**src/rtl/cache_ctrl_pkg.sv**
```systemverilog
`default_nettype none
// ============================================================================
// Module      : cache_ctrl_pkg
// Description : Shared types and derived-width helpers for the L1 controller.
// Revision    : 1.0 - initial release
// ============================================================================
package cache_ctrl_pkg;

   typedef enum logic [1:0] {
      MESI_I = 2'b00,
      MESI_S = 2'b01,
      MESI_E = 2'b10,
      MESI_M = 2'b11
   } mesi_t;

   typedef enum logic [3:0] {
      OP_RD      = 4'd0,
      OP_WR      = 4'd1,
      OP_IRD     = 4'd2,
      OP_SNP_INV = 4'd3,
      OP_SNP_RD  = 4'd4,
      OP_SNP_RFO = 4'd5,
      OP_CLEAR   = 4'd8,
      OP_NOP     = 4'd15
   } op_t;

   typedef enum logic [1:0] {
      BUS_READ       = 2'd0,
      BUS_RFO        = 2'd1,
      BUS_WRITEBACK  = 2'd2,
      BUS_INVALIDATE = 2'd3
   } bus_op_t;

   typedef enum logic [2:0] {
      ST_IDLE = 3'd0,
      ST_READ = 3'd1,
      ST_CMP  = 3'd2,
      ST_WB   = 3'd3,
      ST_BUS  = 3'd4,
      ST_UPD  = 3'd5,
      ST_CLR  = 3'd6,
      ST_DONE = 3'd7
   } state_t;

   function automatic int calc_index_w(input int cache_log, input int line_log, input int ways);
      return cache_log - line_log - $clog2(ways);
   endfunction

   function automatic int calc_tag_w(input int addr_w, input int cache_log,
                                     input int line_log, input int ways);
      return addr_w - calc_index_w(cache_log, line_log, ways) - line_log;
   endfunction

   // Unlisted encodings collapse to NOP so the FSM never sees an illegal op.
   function automatic op_t decode_op(input logic [3:0] raw);
      case (raw)
         4'd0:    return OP_RD;
         4'd1:    return OP_WR;
         4'd2:    return OP_IRD;
         4'd3:    return OP_SNP_INV;
         4'd4:    return OP_SNP_RD;
         4'd5:    return OP_SNP_RFO;
         4'd8:    return OP_CLEAR;
         default: return OP_NOP;
      endcase
   endfunction

   function automatic logic is_cpu_op(input op_t op);
      return (op == OP_RD) || (op == OP_WR) || (op == OP_IRD);
   endfunction

endpackage
`default_nettype wire

```
**src/rtl/cache_ctrl_plru_tree.sv**
```systemverilog
`default_nettype none
// ============================================================================
// Module      : plru_tree
// Description : Tree pseudo-LRU: victim lookup and touch update (combinational).
// Revision    : 1.0 - initial release
// ============================================================================
module plru_tree #(
   parameter int WAYS = 8,
   localparam int c_way_w  = $clog2(WAYS),
   localparam int c_node_w = $clog2(WAYS - 1)
) (
   input  logic [WAYS-2:0]    i_tree,
   input  logic [c_way_w-1:0] i_access_way,
   output logic [c_way_w-1:0] o_victim_way,
   output logic [WAYS-2:0]    o_new_tree
);

   // Node n has children 2n+1 (bit=0 side) and 2n+2 (bit=1 side).
   always_comb begin
      int n_v;
      n_v = 0;
      for (int l = 0; l < c_way_w; l++) begin
         n_v = 2 * n_v + 1 + int'(i_tree[c_node_w'(n_v)]);
      end
      o_victim_way = c_way_w'(n_v - (WAYS - 1));
   end

   // Each node on the path is pointed away from the accessed leaf.
   always_comb begin
      int n_t;
      int p_t;
      o_new_tree = i_tree;
      n_t        = int'(i_access_way) + WAYS - 1;
      p_t        = 0;
      for (int l = 0; l < c_way_w; l++) begin
         p_t = (n_t - 1) / 2;
         o_new_tree[c_node_w'(p_t)] = n_t[0];
         n_t = p_t;
      end
   end

endmodule
`default_nettype wire

```
**src/rtl/cache_ctrl.sv**
```systemverilog
`default_nettype none
// ============================================================================
// Module      : cache_ctrl
// Description : Per-request sequencer for the 8-way MESI L1 model.
// Revision    : 1.0 - initial release
// ============================================================================
module cache_ctrl
   import cache_ctrl_pkg::*;
#(
   parameter int ADDR_W    = 32,
   parameter int CACHE_LOG = 24,
   parameter int LINE_LOG  = 6,
   parameter int WAYS      = 8,
   localparam int c_index_w = calc_index_w(CACHE_LOG, LINE_LOG, WAYS),
   localparam int c_tag_w   = calc_tag_w(ADDR_W, CACHE_LOG, LINE_LOG, WAYS),
   localparam int c_way_w   = $clog2(WAYS)
) (
   input  logic                      clk,
   input  logic                      rst,
   input  logic                      req_valid,
   output logic                      req_ready,
   input  logic [3:0]                req_op,
   input  logic [ADDR_W-1:0]         req_addr,
   output logic [c_index_w-1:0]      arr_index,
   output logic                      arr_rd_en,
   input  logic [WAYS*c_tag_w-1:0]   arr_tag,
   input  logic [2*WAYS-1:0]         arr_mesi,
   input  logic [WAYS-2:0]           arr_plru,
   output logic                      arr_wr_en,
   output logic [c_way_w-1:0]        arr_wr_way,
   output logic [c_tag_w-1:0]        arr_wr_tag,
   output logic [1:0]                arr_wr_mesi,
   output logic [WAYS-2:0]           arr_wr_plru,
   output logic                      bus_req_valid,
   output logic [1:0]                bus_op,
   output logic [ADDR_W-1:0]         bus_addr,
   input  logic                      bus_done,
   input  logic                      bus_shared,
   output logic                      done,
   output logic                      resp_hit,
   output logic [31:0]               hit_count,
   output logic [31:0]               miss_count
);

   state_t                   r_state, w_next_state;
   op_t                      r_op;
   logic [c_tag_w-1:0]       r_tag;
   logic [c_index_w-1:0]     r_idx;
   logic [c_way_w-1:0]       r_way;
   mesi_t                    r_new_mesi;
   logic [WAYS-2:0]          r_new_plru;
   logic                     r_hit, r_need_bus;
   bus_op_t                  r_bus_op;
   logic [c_tag_w-1:0]       r_wb_tag;
   logic [c_index_w-1:0]     r_clr_idx;
   logic [c_way_w-1:0]       r_clr_way;
   logic [31:0]              r_hit_count, r_miss_count;

   logic                     w_hit, w_inv_found, w_victim_m;
   logic [c_way_w-1:0]       w_hit_way, w_inv_way, w_plru_victim, w_tgt_way;
   logic [WAYS-2:0]          w_plru_new;
   mesi_t                    w_tgt_mesi, w_cmp_mesi;
   logic [c_tag_w-1:0]       w_tgt_tag;
   state_t                   w_cmp_next;
   bus_op_t                  w_cmp_bus_op;
   logic                     w_cmp_need_bus;
   logic                     w_unused_offset;

   assign w_unused_offset = ^req_addr[LINE_LOG-1:0];
   assign hit_count       = r_hit_count;
   assign miss_count      = r_miss_count;

   // Descending scan so the lowest matching index is the one left standing.
   always_comb begin
      w_hit       = 1'b0;
      w_hit_way   = '0;
      w_inv_found = 1'b0;
      w_inv_way   = '0;
      for (int i = WAYS - 1; i >= 0; i--) begin
         if ((arr_mesi[2*i +: 2] != MESI_I) && (arr_tag[i*c_tag_w +: c_tag_w] == r_tag)) begin
            w_hit     = 1'b1;
            w_hit_way = c_way_w'(i);
         end
         if (arr_mesi[2*i +: 2] == MESI_I) begin
            w_inv_found = 1'b1;
            w_inv_way   = c_way_w'(i);
         end
      end
   end

   assign w_tgt_way  = w_hit ? w_hit_way : (w_inv_found ? w_inv_way : w_plru_victim);
   assign w_victim_m = !w_hit && (w_tgt_mesi == MESI_M);

   always_comb begin
      w_tgt_mesi = MESI_I;
      w_tgt_tag  = '0;
      for (int i = 0; i < WAYS; i++) begin
         if (w_tgt_way == c_way_w'(i)) begin
            w_tgt_mesi = mesi_t'(arr_mesi[2*i +: 2]);
            w_tgt_tag  = arr_tag[i*c_tag_w +: c_tag_w];
         end
      end
   end

   plru_tree #(.WAYS(WAYS)) u_plru (
      .i_tree       (arr_plru),
      .i_access_way (w_tgt_way),
      .o_victim_way (w_plru_victim),
      .o_new_tree   (w_plru_new)
   );

   // Hit/miss resolution; read-miss final state is fixed later by bus_shared.
   always_comb begin
      w_cmp_next     = ST_DONE;
      w_cmp_mesi     = w_tgt_mesi;
      w_cmp_bus_op   = BUS_READ;
      w_cmp_need_bus = 1'b0;
      case (r_op)
         OP_RD, OP_IRD: begin
            if (w_hit) begin
               w_cmp_next = ST_UPD;
            end else begin
               w_cmp_need_bus = 1'b1;
               w_cmp_next     = w_victim_m ? ST_WB : ST_BUS;
            end
         end
         OP_WR: begin
            w_cmp_mesi = MESI_M;
            if (w_hit && (w_tgt_mesi == MESI_S)) begin
               w_cmp_need_bus = 1'b1;
               w_cmp_bus_op   = BUS_INVALIDATE;
               w_cmp_next     = ST_BUS;
            end else if (w_hit) begin
               w_cmp_next = ST_UPD;
            end else begin
               w_cmp_need_bus = 1'b1;
               w_cmp_bus_op   = BUS_RFO;
               w_cmp_next     = w_victim_m ? ST_WB : ST_BUS;
            end
         end
         OP_SNP_INV: begin
            if (w_hit && (w_tgt_mesi == MESI_S)) begin
               w_cmp_mesi = MESI_I;
               w_cmp_next = ST_UPD;
            end
         end
         OP_SNP_RD: begin
            if (w_hit && (w_tgt_mesi == MESI_M || w_tgt_mesi == MESI_E)) begin
               w_cmp_mesi = MESI_S;
               w_cmp_next = (w_tgt_mesi == MESI_M) ? ST_WB : ST_UPD;
            end
         end
         OP_SNP_RFO: begin
            if (w_hit) begin
               w_cmp_mesi = MESI_I;
               w_cmp_next = (w_tgt_mesi == MESI_M) ? ST_WB : ST_UPD;
            end
         end
         default: w_cmp_next = ST_DONE;
      endcase
   end

   always_ff @(posedge clk or posedge rst) begin
      if (rst) r_state <= ST_IDLE;
      else     r_state <= w_next_state;
   end

   always_comb begin
      w_next_state  = r_state;
      req_ready     = 1'b0;
      arr_index     = '0;
      arr_rd_en     = 1'b0;
      arr_wr_en     = 1'b0;
      arr_wr_way    = '0;
      arr_wr_tag    = '0;
      arr_wr_mesi   = MESI_I;
      arr_wr_plru   = '0;
      bus_req_valid = 1'b0;
      bus_op        = BUS_READ;
      bus_addr      = '0;
      done          = 1'b0;
      resp_hit      = 1'b0;
      case (r_state)
         ST_IDLE: begin
            req_ready = 1'b1;
            if (req_valid) begin
               case (decode_op(req_op))
                  OP_CLEAR: w_next_state = ST_CLR;
                  OP_NOP:   w_next_state = ST_DONE;
                  default: begin
                     arr_rd_en    = 1'b1;
                     arr_index    = req_addr[LINE_LOG +: c_index_w];
                     w_next_state = ST_READ;
                  end
               endcase
            end
         end
         ST_READ: w_next_state = ST_CMP;
         ST_CMP:  w_next_state = w_cmp_next;
         ST_WB: begin
            bus_req_valid = 1'b1;
            bus_op        = BUS_WRITEBACK;
            bus_addr      = {r_wb_tag, r_idx, {LINE_LOG{1'b0}}};
            if (bus_done) w_next_state = r_need_bus ? ST_BUS : ST_UPD;
         end
         ST_BUS: begin
            bus_req_valid = 1'b1;
            bus_op        = r_bus_op;
            bus_addr      = {r_tag, r_idx, {LINE_LOG{1'b0}}};
            if (bus_done) w_next_state = ST_UPD;
         end
         ST_UPD: begin
            arr_wr_en    = 1'b1;
            arr_index    = r_idx;
            arr_wr_way   = r_way;
            arr_wr_tag   = r_tag;
            arr_wr_mesi  = r_new_mesi;
            arr_wr_plru  = r_new_plru;
            w_next_state = ST_DONE;
         end
         ST_CLR: begin
            arr_wr_en  = 1'b1;
            arr_index  = r_clr_idx;
            arr_wr_way = r_clr_way;
            if ((r_clr_idx == '1) && (r_clr_way == '1)) w_next_state = ST_DONE;
         end
         ST_DONE: begin
            done         = 1'b1;
            resp_hit     = r_hit;
            w_next_state = ST_IDLE;
         end
         default: w_next_state = ST_IDLE;
      endcase
   end

   always_ff @(posedge clk or posedge rst) begin
      if (rst) begin
         r_op         <= OP_RD;
         r_tag        <= '0;
         r_idx        <= '0;
         r_way        <= '0;
         r_new_mesi   <= MESI_I;
         r_new_plru   <= '0;
         r_hit        <= 1'b0;
         r_need_bus   <= 1'b0;
         r_bus_op     <= BUS_READ;
         r_wb_tag     <= '0;
         r_clr_idx    <= '0;
         r_clr_way    <= '0;
         r_hit_count  <= '0;
         r_miss_count <= '0;
      end else begin
         case (r_state)
            ST_IDLE: begin
               if (req_valid) begin
                  r_op      <= decode_op(req_op);
                  r_tag     <= req_addr[ADDR_W-1 -: c_tag_w];
                  r_idx     <= req_addr[LINE_LOG +: c_index_w];
                  r_hit     <= 1'b0;
                  r_clr_idx <= '0;
                  r_clr_way <= '0;
               end
            end
            ST_CMP: begin
               r_way      <= w_tgt_way;
               r_new_mesi <= w_cmp_mesi;
               r_new_plru <= is_cpu_op(r_op) ? w_plru_new : arr_plru;
               r_hit      <= w_hit;
               r_need_bus <= w_cmp_need_bus;
               r_bus_op   <= w_cmp_bus_op;
               r_wb_tag   <= w_tgt_tag;
            end
            ST_BUS: begin
               if (bus_done && (r_bus_op == BUS_READ)) begin
                  if (bus_shared) r_new_mesi <= MESI_S;
                  else            r_new_mesi <= MESI_E;
               end
            end
            ST_CLR: begin
               r_clr_way    <= r_clr_way + 1'b1;
               if (r_clr_way == '1) r_clr_idx <= r_clr_idx + 1'b1;
               r_hit_count  <= '0;
               r_miss_count <= '0;
            end
            ST_DONE: begin
               if (is_cpu_op(r_op)) begin
                  if (r_hit) begin
                     if (r_hit_count != '1) r_hit_count <= r_hit_count + 1'b1;
                  end else begin
                     if (r_miss_count != '1) r_miss_count <= r_miss_count + 1'b1;
                  end
               end
            end
            default: ;
         endcase
      end
   end

endmodule
`default_nettype wire

```
**config.mk**
```make
export PLATFORM = sky130hd
export DESIGN_NAME = cache_ctrl
export DESIGN_NICKNAME = d
export VERILOG_FILES = /design/src/rtl/cache_ctrl_pkg.sv /design/src/rtl/cache_ctrl_plru_tree.sv /design/src/rtl/cache_ctrl.sv
export SDC_FILE = /design/constraint.sdc
export NUM_CORES = 1
export LEC_CHECK = 0
export BUFFER_PORTS_ARGS = -buffer_cell sky130_fd_sc_hd__buf_4
export CORE_MARGIN = 3
export CORE_UTILIZATION = 58
export CTS_CLUSTER_SIZE = 10
export DETAILED_ROUTE_END_ITERATION = 12
export PLACE_DENSITY_LB_ADDON = 0.05
export SYNTH_ARGS = -nofsm -noshare
export SYNTH_HDL_FRONTEND = slang
export SYNTH_SLANG_ARGS = --single-unit
```
**constraint.sdc**
```tcl
create_clock -name clk -period 13.92 [get_ports clk]
set_input_delay 2.784 -clock clk [delete_from_list [all_inputs] [get_ports clk]]
set_output_delay 2.784 -clock clk [all_outputs]
set_load 0.01 [all_outputs]
```
==> metrics.log, run 1 <==
[metrics] HPWL reported at the end of detailed placement: 24600 µm
[metrics] routability-driven placement congestion ratio: about 1.0
[metrics] overall track demand over capacity in global routing: 0.337
[metrics] mean area per synthesized cell: 8.12 µm²
[metrics] slowest cell on the critical path: a21oi_1
[metrics] cells traversed along the worst timing path: buf_4 > xnor2_1 > o2111ai_1 > nor3_1 > nor4_4 > and2_1 > a21oi_1 > inv_1 > ha_1 > and3_1 > ha_1 > inv_1 > nor2_1 > ha_1 > ha_1 > xnor2_1 > nor3_1 > xnor2_1 > ha_1 > inv_1 > o31ai_1 > a311oi_1 > a21oi_1 > a21oi_1
[metrics] Root Buffer: clkbuf_16
[metrics] kind of path behind the tightest hold check: flip-flop to flip-flop
[metrics] remaining routing DRC violations: 0
[metrics] count of unique library cells instantiated by Yosys: 73
[metrics] transition time at the pin with the least slew margin: 1.23 ns
[metrics] worst hold slack: around 0.47 ns
[metrics] reg2reg start: r_tag[1]$_DFFE_PP0P_
[metrics] final standard cell area without fillers: 0.0130 mm²
[metrics] number of buffers added for setup after CTS: 0
[metrics] fraction of final layout cells with drive strength greater than 1: 0.234
[metrics] number of synthesized flops with an enable pin: 0
[metrics] outcome: complete, no violations
[metrics] kind of end point of the critical path: flip-flop
[metrics] sum of routed wire length over all layers: 33600 µm
[metrics] first-pass iteration count of the detailed router: 6
[metrics] Gate Count Post-Synth: about 1300
[metrics] clock period minus final worst setup slack: ~7.7 ns
[metrics] initial antenna violation count: 1
[metrics] number of antenna-violating nets in the routed design: 0
[metrics] Clk Latency, worst-skew pair: ~0.43 ns
[metrics] die extent in x: 139 µm
[metrics] power density over the cells: approximately 150 mW/mm²
[metrics] most used flip-flop cell after synthesis: dfrtp_1
[metrics] CP max stage delay: roughly 0.63 ns
[metrics] standard cell area after detailed placement: about 0.012 mm²
[metrics] PortBufs: 281
[metrics] Most common cell on crit path: ha_1
[metrics] worst voltage drop across the vdd grid: approximately 0.12 mV
[metrics] wire length of the first global-routing pass: around 53000 µm
[metrics] final count of negative-setup-slack endpoints: 0
[metrics] global route overflow: 0
[metrics] vertical extent of the die: ~140 µm
[metrics] area of the die: about 0.019 mm²
[metrics] max_slew headroom: 0.176
[metrics] area share of the largest cell type after synthesis: 0.346
[metrics] number of warnings issued by yosys: 0
[metrics] Synth async-reset ratio: 1.00
[metrics] final total negative setup slack: 0 ns
[metrics] arrival time worst endpoint: between 8 and 9 ns
[metrics] most frequent cell after synthesis: nand2_1
[metrics] Core Region: between 0.015 and 0.02 mm²
[metrics] final hold violation count: 0
[metrics] cell type contributing the most total cell area after synthesis: dfrtp_1
[metrics] Num CTS Buffers: 17
[metrics] Vias per Instance: between 6 and 7
[metrics] type of element launching the critical path: primary input
[metrics] deepest clock path buffer count: 2
[metrics] total via count after detailed routing: 10500
[metrics] Critical path origin: arr_tag[35]
[metrics] type of the worst setup path: primary input to flip-flop
[metrics] htree depth: 4
[metrics] drt first-iter violations: a little under 1000
[metrics] top-level I/O count: 294
[metrics] count of max-cap constraint violations: 0
[metrics] ranking of synthesized cells by instance count: 237 x nand2_1, 142 x dfrtp_1, 139 x nor2_1, 102 x xor2_1, 59 x xnor2_1
[metrics] mean routed wirelength per cell: between 15 and 20 µm
[metrics] Max Clk Rate: between 100 and 150 MHz
[metrics] cell area after synthesis: between 0.01 and 0.015 mm²
[metrics] maximum clock skew at final layout: between 0.01 and 0.015 ns
[metrics] cts hold-fix bufs: 0
[metrics] Pins Over Slew Limit: 0
[metrics] number of global-route vias before repair: 10000
[metrics] Final nets: 1674
[metrics] Clock Sink Count: around 140
[metrics] leading post-synthesis cells by cell area: dfrtp_1 35%, xor2_1 8.7%, nand2_1 8.7%, nor2_1 5.1%, xnor2_1 5.0%
[metrics] area overhead of the layout relative to synthesis: 26.8%
[metrics] Leakage Power: between 6 and 7 nW
[metrics] peak fanout along the critical path: 11
[metrics] floorplan row count: 48
[metrics] share of the clock period used by the worst path after layout: 0.555
[metrics] post-synthesis register bit count: roughly 140
[metrics] CTS clk-pin slew, worst paths: 0.07 ns
[metrics] Post-CTS Resized: 0
[metrics] startpoint of the worst hold path: r_new_plru[6]$_DFFE_PP0P_
[metrics] sequential element share of the synthesized area: 0.346
[metrics] largest net degree at the start of global routing: 81
[metrics] WP data required: about 14 ns
[metrics] setup repair after global routing missed its margin: no
[metrics] Pwr Total: between 1.5 and 2 mW
[metrics] starting density of the core: 0.594
[metrics] Post-Route Utilization: 0.754
[metrics] clock tree from TritonCTS: yes
placed cells by master, fill, tap and decap left out, types with 3 or more instances in the layout:
cell type and n:
and2_1 31, o2111ai_1 3, or3_1 9, nand4b_1 4, a21oi_1 51, and4_1 9
nand2_1 237, a22o_1 14, nor2b_1 4, o211ai_1 5, inv_8 4, nor2_1 139
o31ai_1 4, inv_6 6, nor3_1 21, dfrtp_1 142, o22a_1 5, mux2i_1 6
a31oi_1 6, o21ai_0 57, conb_1 7, buf_4 293, nand2b_1 8, o22ai_1 5
xor2_1 102, a21o_1 5, and3_1 29, nor4_1 30, nand3_1 48, nand4_1 28
a222oi_1 15, a22oi_1 3, clkinv_8 4, mux4_2 13, xnor2_1 59, inv_1 35
ha_1 15, clkbuf_16 17
where the power goes:
group	total [mW]	switching [mW]	internal [mW]
sequential	0.672	0.171	0.501
clock	0.472	0.213	0.260
combinational	0.820	0.468	0.352
flip-flops by register name (all words and copies together) (netlist names):
register	flops
hit_count	32
miss_count	32
r_clr_idx	15
r_idx	15
r_tag	11
r_wb_tag	11
r_new_plru	7
r_op	4
r_clr_way	3
r_state	3
r_way	3
r_bus_op	2
r_new_mesi	2
r_hit	1
r_need_bus	1
cell families after synthesis:
group	synth area share
AO/OA/AOI/OAI	0.131
XOR/XNOR	0.140
other	0.000365
adder cells (fa/ha/maj)	0.0183
flip-flops	0.346
AND/OR/NAND/NOR	0.279
multiplexers	0.0354
buffers and inverters	0.0493
worst max-delay path, delay by kind of cell:
kind,cells,cell delay [ns]
simple gates,6,1.63
fa+ha+maj,5,1.33
compound gates,6,1.30
buf+inv,4,0.53
xor+xnor,3,0.51
routing by layer:
layer | track usage | share of wire | up-vias
met1 | 0.455 | 0.40 | 4997
met2 | 0.560 | 0.48 | 571
met3 | 0.0572 | 0.093 | 72
met4 | 0.102 | 0.029 | 0
met5 | 0 | 0 | -
li1 | - | - | 4872
stage by stage:
stage                     cells  worst slack (ns)
final                      1746              6.20
after global placement     1713              5.91
after detailed placement   1713              5.85
after floorplan            1272              6.66
after global routing       1746              5.80
after CTS                  1745              6.29
worst paths after layout:
path	to	slack [ns]	cells past startpoint
max	r_new_plru[2]$_DFFE_PP0P_	6.20	24
min	r_new_plru[6]$_DFFE_PP0P_	0.47	2
max reg2reg	r_new_plru[2]$_DFFE_PP0P_	7.74	23
min reg2reg	r_new_plru[6]$_DFFE_PP0P_	0.47	2
max in group asynchronous	r_tag[10]$_DFFE_PP0P_	10.04	3
min in group asynchronous	miss_count[28]$_DFFE_PP0P_	2.42	2
cell type report:
class | count | area, µm²
Clock buffer | 17 | 425
Antenna cell | 1 | 2.50
Fill cell | 1320 | 4260
Inverter | 36 | 140
Timing Repair Buffer | 293 | 2200
Sequential cell | 142 | 3550
Clock inverter | 15 | 191
Multi-Input combinational cell | 1017 | 6240
Tap cell | 225 | 282
Power figures use the tool's default switching activity.
==> run 2: changes to the inputs <==
--- a/config.mk
+++ b/config.mk
@@ -7,7 +7,7 @@
 export LEC_CHECK = 0
 export BUFFER_PORTS_ARGS = -buffer_cell sky130_fd_sc_hd__buf_4
 export CORE_MARGIN = 3
-export CORE_UTILIZATION = 58
+export CORE_UTILIZATION = 48
 export CTS_CLUSTER_SIZE = 10
 export DETAILED_ROUTE_END_ITERATION = 12
 export PLACE_DENSITY_LB_ADDON = 0.05
==> constraint.sdc (replaced) <==
create_clock -name clk -period 6.34 [get_ports clk]
set_input_delay 1.268 -clock clk [delete_from_list [all_inputs] [get_ports clk]]
set_output_delay 1.268 -clock clk [all_outputs]
set_load 0.01 [all_outputs]
==> run 2 against run 1 <==
  * Design area grew 0.94%
  * Largest power group unchanged
  * Flip-flop and latch count is the same
  * Sequential power is 110% higher
  * Non-clock buffer count grew 14
  * Final cell count rose by 3.4%
  * Clock-buffer cell count increased by 1
  * Highest routed layer unchanged
  * Utilization fell by 12 points
==> metrics.log, run 2 (synthesis results as in run 1) <==
[metrics] Core Region: approximately 0.021 mm²
[metrics] combinational power share: 0.445
[metrics] kind of path behind the tightest hold check: flip-flop to flip-flop
[metrics] Fill cells: around 1900
[metrics] drt first-iter violations: about 830
[metrics] share of the clock period used by the worst path after layout: 0.880
[metrics] first-pass iteration count of the detailed router: 5
[metrics] clock tree from TritonCTS: yes
[metrics] Pwr Total: roughly 4.3 mW
[metrics] sequential standard cell area: roughly 0.0036 mm²
[metrics] type of element launching the critical path: primary input
[metrics] number of buffers added for setup after CTS: 0
[metrics] sum of routed wire length over all layers: 34400 µm
[metrics] Pins Over Slew Limit: 0
[metrics] number of antenna-violating nets in the routed design: 0
[metrics] PortBufs: 281
[metrics] sequential cell fraction of total power: 0.327
[metrics] clock period minus final worst setup slack: around 5.6 ns
[metrics] remaining routing DRC violations: 0
[metrics] filler-free cell count of the finished design: between 1500 and 2000
[metrics] htree depth: 4
[metrics] worst hold path depth: 2
[metrics] fraction of final layout cells with drive strength greater than 1: 0.241
[metrics] part of the total power dissipated in the clock network: 0.228
[metrics] peak fanout along the critical path: 5
[metrics] number of global-route vias before repair: just under 10000
[metrics] final count of negative-setup-slack endpoints: 0
[metrics] vertical extent of the die: around 150 µm
[metrics] starting density of the core: 0.498
[metrics] Root Buffer: clkbuf_16
[metrics] global route overflow: 0
[metrics] setup repair after global routing missed its margin: no
[metrics] initial antenna violation count: 1
[metrics] floorplan row count: 52
[metrics] WP data required: around 6.7 ns
[metrics] top-level I/O count: 294
[metrics] HPWL reported at the end of detailed placement: 26200 µm
[metrics] area overhead of the layout relative to synthesis: 28.0%
[metrics] setup slack after layout: 0.758 ns
[metrics] maximum clock skew at final layout: around 0.010 ns
[metrics] wire length of the first global-routing pass: ~54000 µm
[metrics] cts hold-fix bufs: 0
[metrics] placed cell count: 1772
[metrics] standard cell area after detailed placement: 0.0126 mm²
[metrics] final total negative setup slack: 0 ns
[metrics] deepest clock path buffer count: 2
[metrics] overall track demand over capacity in global routing: 0.287
[metrics] transition time at the pin with the least slew margin: between 1 and 1.5 ns
[metrics] type of the worst setup path: primary input to flip-flop
[metrics] area of the die: around 0.023 mm²
[metrics] arrival time worst endpoint: between 5 and 6 ns
[metrics] Internal: around 2.4 mW
[metrics] area of the multi-input gates: 0.00624 mm²
[metrics] Leakage Power: roughly 6.4 nW
[metrics] outcome: complete, no violations
[metrics] Clock Sink Count: about 140
[metrics] power density over the cells: ~330 mW/mm²
[metrics] most used cells in the layout excluding fill and tap cells: 307 x buf_4, 237 x nand2_1, 142 x dfrtp_1, 139 x nor2_1, 102 x xor2_1
[metrics] total via count after detailed routing: 10300
[metrics] Num CTS Buffers: 17
[metrics] max_slew headroom: 0.154
[metrics] path depth of the worst reg2reg path: 23
[metrics] worst voltage drop across the vdd grid: 0.195 mV
[metrics] CTS clk-pin slew, worst paths: around 0.06 ns
[metrics] kind of end point of the critical path: flip-flop
[metrics] Max Clk Rate: ~180 MHz
[metrics] Post-CTS Resized: 0
[metrics] count of max-cap constraint violations: 0
[metrics] Clk Latency, worst-skew pair: 0.43 ns
[metrics] Final nets: 1688
[metrics] switching fraction of total power: 0.435
[metrics] Vias per Instance: ~5.7
[metrics] final hold violation count: 0
[metrics] most frequent standard cell in the layout excluding fill and tap cells: buf_4
[metrics] net switching power: about 1.9 mW
[metrics] mean routed wirelength per cell: 19.1 µm
[metrics] worst slack at placement: between 0.3 and 0.4 ns
[metrics] die extent in x: between 150 and 200 µm
[metrics] routability-driven placement congestion ratio: 0.966
[metrics] largest net degree at the start of global routing: 92
[metrics] final standard cell area without fillers: ~0.013 mm²
## run 2: per-layer routing
layer  global-route usage  routed length (µm)  share of wire
met5                    0                   0              0
met4               0.0753                 763          0.022
met3               0.0488                2250          0.065
met2                0.471               16300           0.47
met1                0.397               15100           0.44
## run 2: final timing paths
kind / from / to / slack [ns]
setup / recovery: arr_tag[14] / r_new_plru[2]$_DFFE_PP0P_ / 0.76
hold / removal: r_new_plru[4]$_DFFE_PP0P_ / r_new_plru[4]$_DFFE_PP0P_ / 0.47
setup reg to reg: r_tag[7]$_DFFE_PP0P_ / r_new_plru[2]$_DFFE_PP0P_ / 0.88
hold reg to reg: r_new_plru[4]$_DFFE_PP0P_ / r_new_plru[4]$_DFFE_PP0P_ / 0.47
max in group asynchronous: rst / r_tag[1]$_DFFE_PP0P_ / 4.12
min in group asynchronous: rst / hit_count[30]$_DFFE_PP0P_ / 1.01
## run 2: final cells by class
| type | instances | area share |
|---|---|---|
| sequential | 142 | 0.270 |
| timing repair buffer | 307 | 0.175 |
| antenna | 1 | 0.000190 |
| clock inverter | 14 | 0.0112 |
| clock buffer | 18 | 0.0326 |
| inverter | 36 | 0.0107 |
| multi-input combinational | 1017 | 0.474 |
| tap | 270 | 0.0257 |
## run 2: stage by stage
| step | util | hold WS, ns |
|---|---|---|
| 5_1_grt | 0.638 | 0.489 |
| 4_1_cts | 0.638 | 0.471 |
| 6_report | 0.638 | 0.470 |
| 2_1_floorplan | - | 0.437 |
| 3_3_place_gp | 0.610 | 0.449 |
| 3_5_place_dp | 0.610 | 0.455 |
## run 2: critical path, stage by stage
cell	delay, ns
buf_4	0.12
xnor2_1	0.21
nand4_1	0.13
nor3_1	0.65
nor4_4	0.10
and2_1	0.21
a21oi_1	0.28
ha_1	0.30
xnor2_1	0.17
and3_1	0.19
ha_1	0.19
inv_1	0.07
nor2_1	0.11
ha_1	0.16
nor2b_1	0.28
o211ai_1	0.17
o22a_1	0.26
xnor2_1	0.14
ha_1	0.29
inv_1	0.09
o31ai_1	0.08
a311oi_1	0.26
a21oi_1	0.06
a21oi_1	0.12
## run 2: power by group through the flow
stage	combinational [mW]	sequential [mW]	clock [mW]
detailed placement	1.90	1.41	0
CTS	1.91	1.40	1.00
global route	2.11	1.43	1.04
floorplan	1.36	1.24	0
finish	1.92	1.41	0.984
global placement	1.88	1.41	0
==> run 3: changes to the inputs <==
--- a/config.mk
+++ b/config.mk
@@ -6,11 +6,13 @@
 export NUM_CORES = 1
 export LEC_CHECK = 0
 export BUFFER_PORTS_ARGS = -buffer_cell sky130_fd_sc_hd__buf_4
+export CELL_PAD_IN_SITES_DETAIL_PLACEMENT = 0
+export CELL_PAD_IN_SITES_GLOBAL_PLACEMENT = 1
 export CORE_MARGIN = 3
-export CORE_UTILIZATION = 48
+export CORE_UTILIZATION = 35
 export CTS_CLUSTER_SIZE = 10
 export DETAILED_ROUTE_END_ITERATION = 12
-export PLACE_DENSITY_LB_ADDON = 0.05
+export PLACE_DENSITY_LB_ADDON = 0.1
 export SYNTH_ARGS = -nofsm -noshare
 export SYNTH_HDL_FRONTEND = slang
 export SYNTH_SLANG_ARGS = --single-unit
==> run 3 against run 2 <==
  * Clock skew increased by 0.0057 ns
  * Design area rose by 1.2%
  * Clock power up 9.8%
  * Hold slack got worse by 0.0030 ns
  * Critical path depth up 1
  * Worst setup slack lost 0.0079 ns
  * Critical endpoint unchanged
==> metrics.log, run 3 (synthesis results as in run 1) <==
[metrics] net switching power: around 1.8 mW
[metrics] mean routed wirelength per cell: between 15 and 20 µm
[metrics] number of antenna-violating nets in the routed design: 0
[metrics] Fill cells: between 2000 and 3000
[metrics] total via count after detailed routing: ~10000
[metrics] transition time at the pin with the least slew margin: a little over 1 ns
[metrics] FF-to-FF End: r_new_plru[2]$_DFFE_PP0P_
[metrics] starting density of the core: 0.356
[metrics] outcome: complete, no violations
[metrics] diode count: 0
[metrics] Root Buffer: clkbuf_16
[metrics] CTS clk-pin slew, worst paths: 0.07 ns
[metrics] wire length of the first global-routing pass: about 54000 µm
[metrics] Leakage Power: roughly 6.4 nW
[metrics] sequential cell fraction of total power: 0.329
[metrics] type of element launching the critical path: primary input
[metrics] part of the total power dissipated in the clock network: 0.247
[metrics] clock tree from TritonCTS: yes
[metrics] combinational power share: 0.424
[metrics] most used cells in the layout excluding fill and tap cells: 305 x buf_4, 237 x nand2_1, 142 x dfrtp_1, 139 x nor2_1, 102 x xor2_1
[metrics] vertical extent of the die: 177 µm
[metrics] first-pass iteration count of the detailed router: 8
[metrics] htree depth: 4
[metrics] worst-case register-to-register setup slack: around 0.86 ns
[metrics] final hold violation count: 0
[metrics] Hold EP: r_new_plru[4]$_DFFE_PP0P_
[metrics] global route overflow: 0
[metrics] Internal: approximately 2.5 mW
[metrics] area overhead of the layout relative to synthesis: 29.6%
[metrics] kind of end point of the critical path: flip-flop
[metrics] floorplan row count: slightly above 60
[metrics] WP data required: about 6.7 ns
[metrics] most frequent standard cell in the layout excluding fill and tap cells: buf_4
[metrics] arrival time worst endpoint: 5.93 ns
[metrics] Clk Latency, worst-skew pair: roughly 0.42 ns
[metrics] fraction of final layout cells with drive strength greater than 1: 0.240
[metrics] share of the clock period used by the worst path after layout: 0.882
[metrics] kind of path behind the tightest hold check: flip-flop to flip-flop
[metrics] die extent in x: around 180 µm
[metrics] drt first-iter violations: 770
[metrics] Pins Over Slew Limit: 0
[metrics] HPWL reported at the end of detailed placement: 26900 µm
[metrics] final total negative setup slack: 0 ns
[metrics] worst slack at placement: 0.350 ns
[metrics] top-level I/O count: 294
[metrics] Num CTS Buffers: 17
[metrics] number of global-route vias before repair: 9590
[metrics] Vias per Instance: ~5.3
[metrics] deepest clock path buffer count: 2
[metrics] setup slack after layout: approximately 0.75 ns
[metrics] final count of negative-setup-slack endpoints: 0
[metrics] max_slew headroom: 0.317
[metrics] Core Region: 0.0289 mm²
[metrics] reg2reg start: r_tag[4]$_DFFE_PP0P_
[metrics] initial antenna violation count: 0
[metrics] Max Clk Rate: approximately 180 MHz
[metrics] remaining routing DRC violations: 0
[metrics] path depth of the worst reg2reg path: 24
[metrics] overall track demand over capacity in global routing: 0.221
[metrics] Final nets: between 1500 and 2000
[metrics] Post-CTS Resized: 0
[metrics] worst hold path depth: 2
[metrics] switching fraction of total power: 0.422
[metrics] clock period minus final worst setup slack: roughly 5.6 ns
[metrics] setup repair after global routing missed its margin: no
[metrics] sum of routed wire length over all layers: 35900 µm
[metrics] sequential standard cell area: ~0.0036 mm²
[metrics] largest net degree at the start of global routing: 103
[metrics] area of the multi-input gates: approximately 0.0062 mm²
[metrics] routability-driven placement congestion ratio: 0.924
[metrics] power density over the cells: about 330 mW/mm²
[metrics] maximum clock skew at final layout: between 0.015 and 0.02 ns
[metrics] Clock Sink Count: 142
[metrics] startpoint of the worst hold path: r_new_plru[4]$_DFFE_PP0P_
[metrics] count of max-cap constraint violations: 0
[metrics] worst voltage drop across the vdd grid: between 0.15 and 0.2 mV
[metrics] PortBufs: between 200 and 300
[metrics] peak fanout along the critical path: 6
[metrics] number of buffers added for setup after CTS: 0
[metrics] type of the worst setup path: primary input to flip-flop
[metrics] cts hold-fix bufs: 0
[metrics] area of the die: 0.0315 mm²
==> run 3: power groups by stage <==
stage | combinational (mW) | sequential, mW | clock [mW]
floorplan | 1.36 | 1.24 | 0
finish | 1.86 | 1.44 | 1.08
detailed placement | 1.86 | 1.45 | 0
CTS | 1.87 | 1.44 | 1.12
global route | 2.06 | 1.47 | 1.15
global placement | 1.85 | 1.46 | 0
==> run 3: layout make-up <==
cell class | instances | share of cell area
sequential | 142 | 0.267
tap | 384 | 0.0361
clock inverter | 13 | 0.0132
clock buffer | 18 | 0.0330
multi-input combinational | 1017 | 0.469
inverter | 36 | 0.0105
timing repair buffer | 305 | 0.172
==> run 3: worst max-delay path by stage <==
| stage | to | start |
|---|---|---|
| finish | r_new_plru[2]$_DFFE_PP0P_ | arr_tag[52] |
| global route | r_new_plru[2]$_DFFE_PP0P_ | arr_tag[49] |
| CTS | r_new_plru[2]$_DFFE_PP0P_ | arr_tag[56] |
| detailed placement | r_new_plru[2]$_DFFE_PP0P_ | arr_tag[56] |
| global placement | r_new_plru[2]$_DFFE_PP0P_ | arr_tag[63] |
| floorplan | r_new_plru[2]$_DFFE_PP0P_ | arr_tag[61] |
==> run 3: per-layer routing <==
layer / share of wire / vias up / GRT usage
met5: 0 / - / 0
met4: 0.024 / 0 / 0.0704
met3: 0.069 / 49 / 0.0460
met2: 0.45 / 364 / 0.340
met1: 0.46 / 4763 / 0.311
li1: - / 4889 / -
==> run 3: critical path: stages <==
cell and delay [ns]:
buf_4 0.12, xor2_1 0.15, nor4_1 0.34, nand3_1 0.28
and4_1 0.30, and2_1 0.17, a21oi_1 0.39, inv_1 0.18
ha_1 0.35, and3_1 0.16, ha_1 0.21, inv_1 0.09
nor2_1 0.05, ha_1 0.20, ha_1 0.20, xnor2_1 0.23
nor3_1 0.07, buf_4 0.15, xnor2_1 0.12, ha_1 0.29
inv_1 0.09, o31ai_1 0.08, a311oi_1 0.26, a21oi_1 0.06
a21oi_1 0.13
==> run 3: stage by stage <==
| step | utilization | instances | power, mW | hold WS (ns) | instance area [µm²] |
|---|---|---|---|---|---|
| after global placement | 0.440 | 1884 | 3.31 | 0.456 | 12700 |
| after global routing | 0.462 | 1915 | 4.69 | 0.503 | 13300 |
| final | 0.462 | 1915 | 4.39 | 0.467 | 13300 |
| after detailed placement | 0.440 | 1884 | 3.32 | 0.458 | 12700 |
| after floorplan | - | 1272 | 2.59 | 0.437 | 10300 |
| after CTS | 0.462 | 1915 | 4.42 | 0.474 | 13300 |
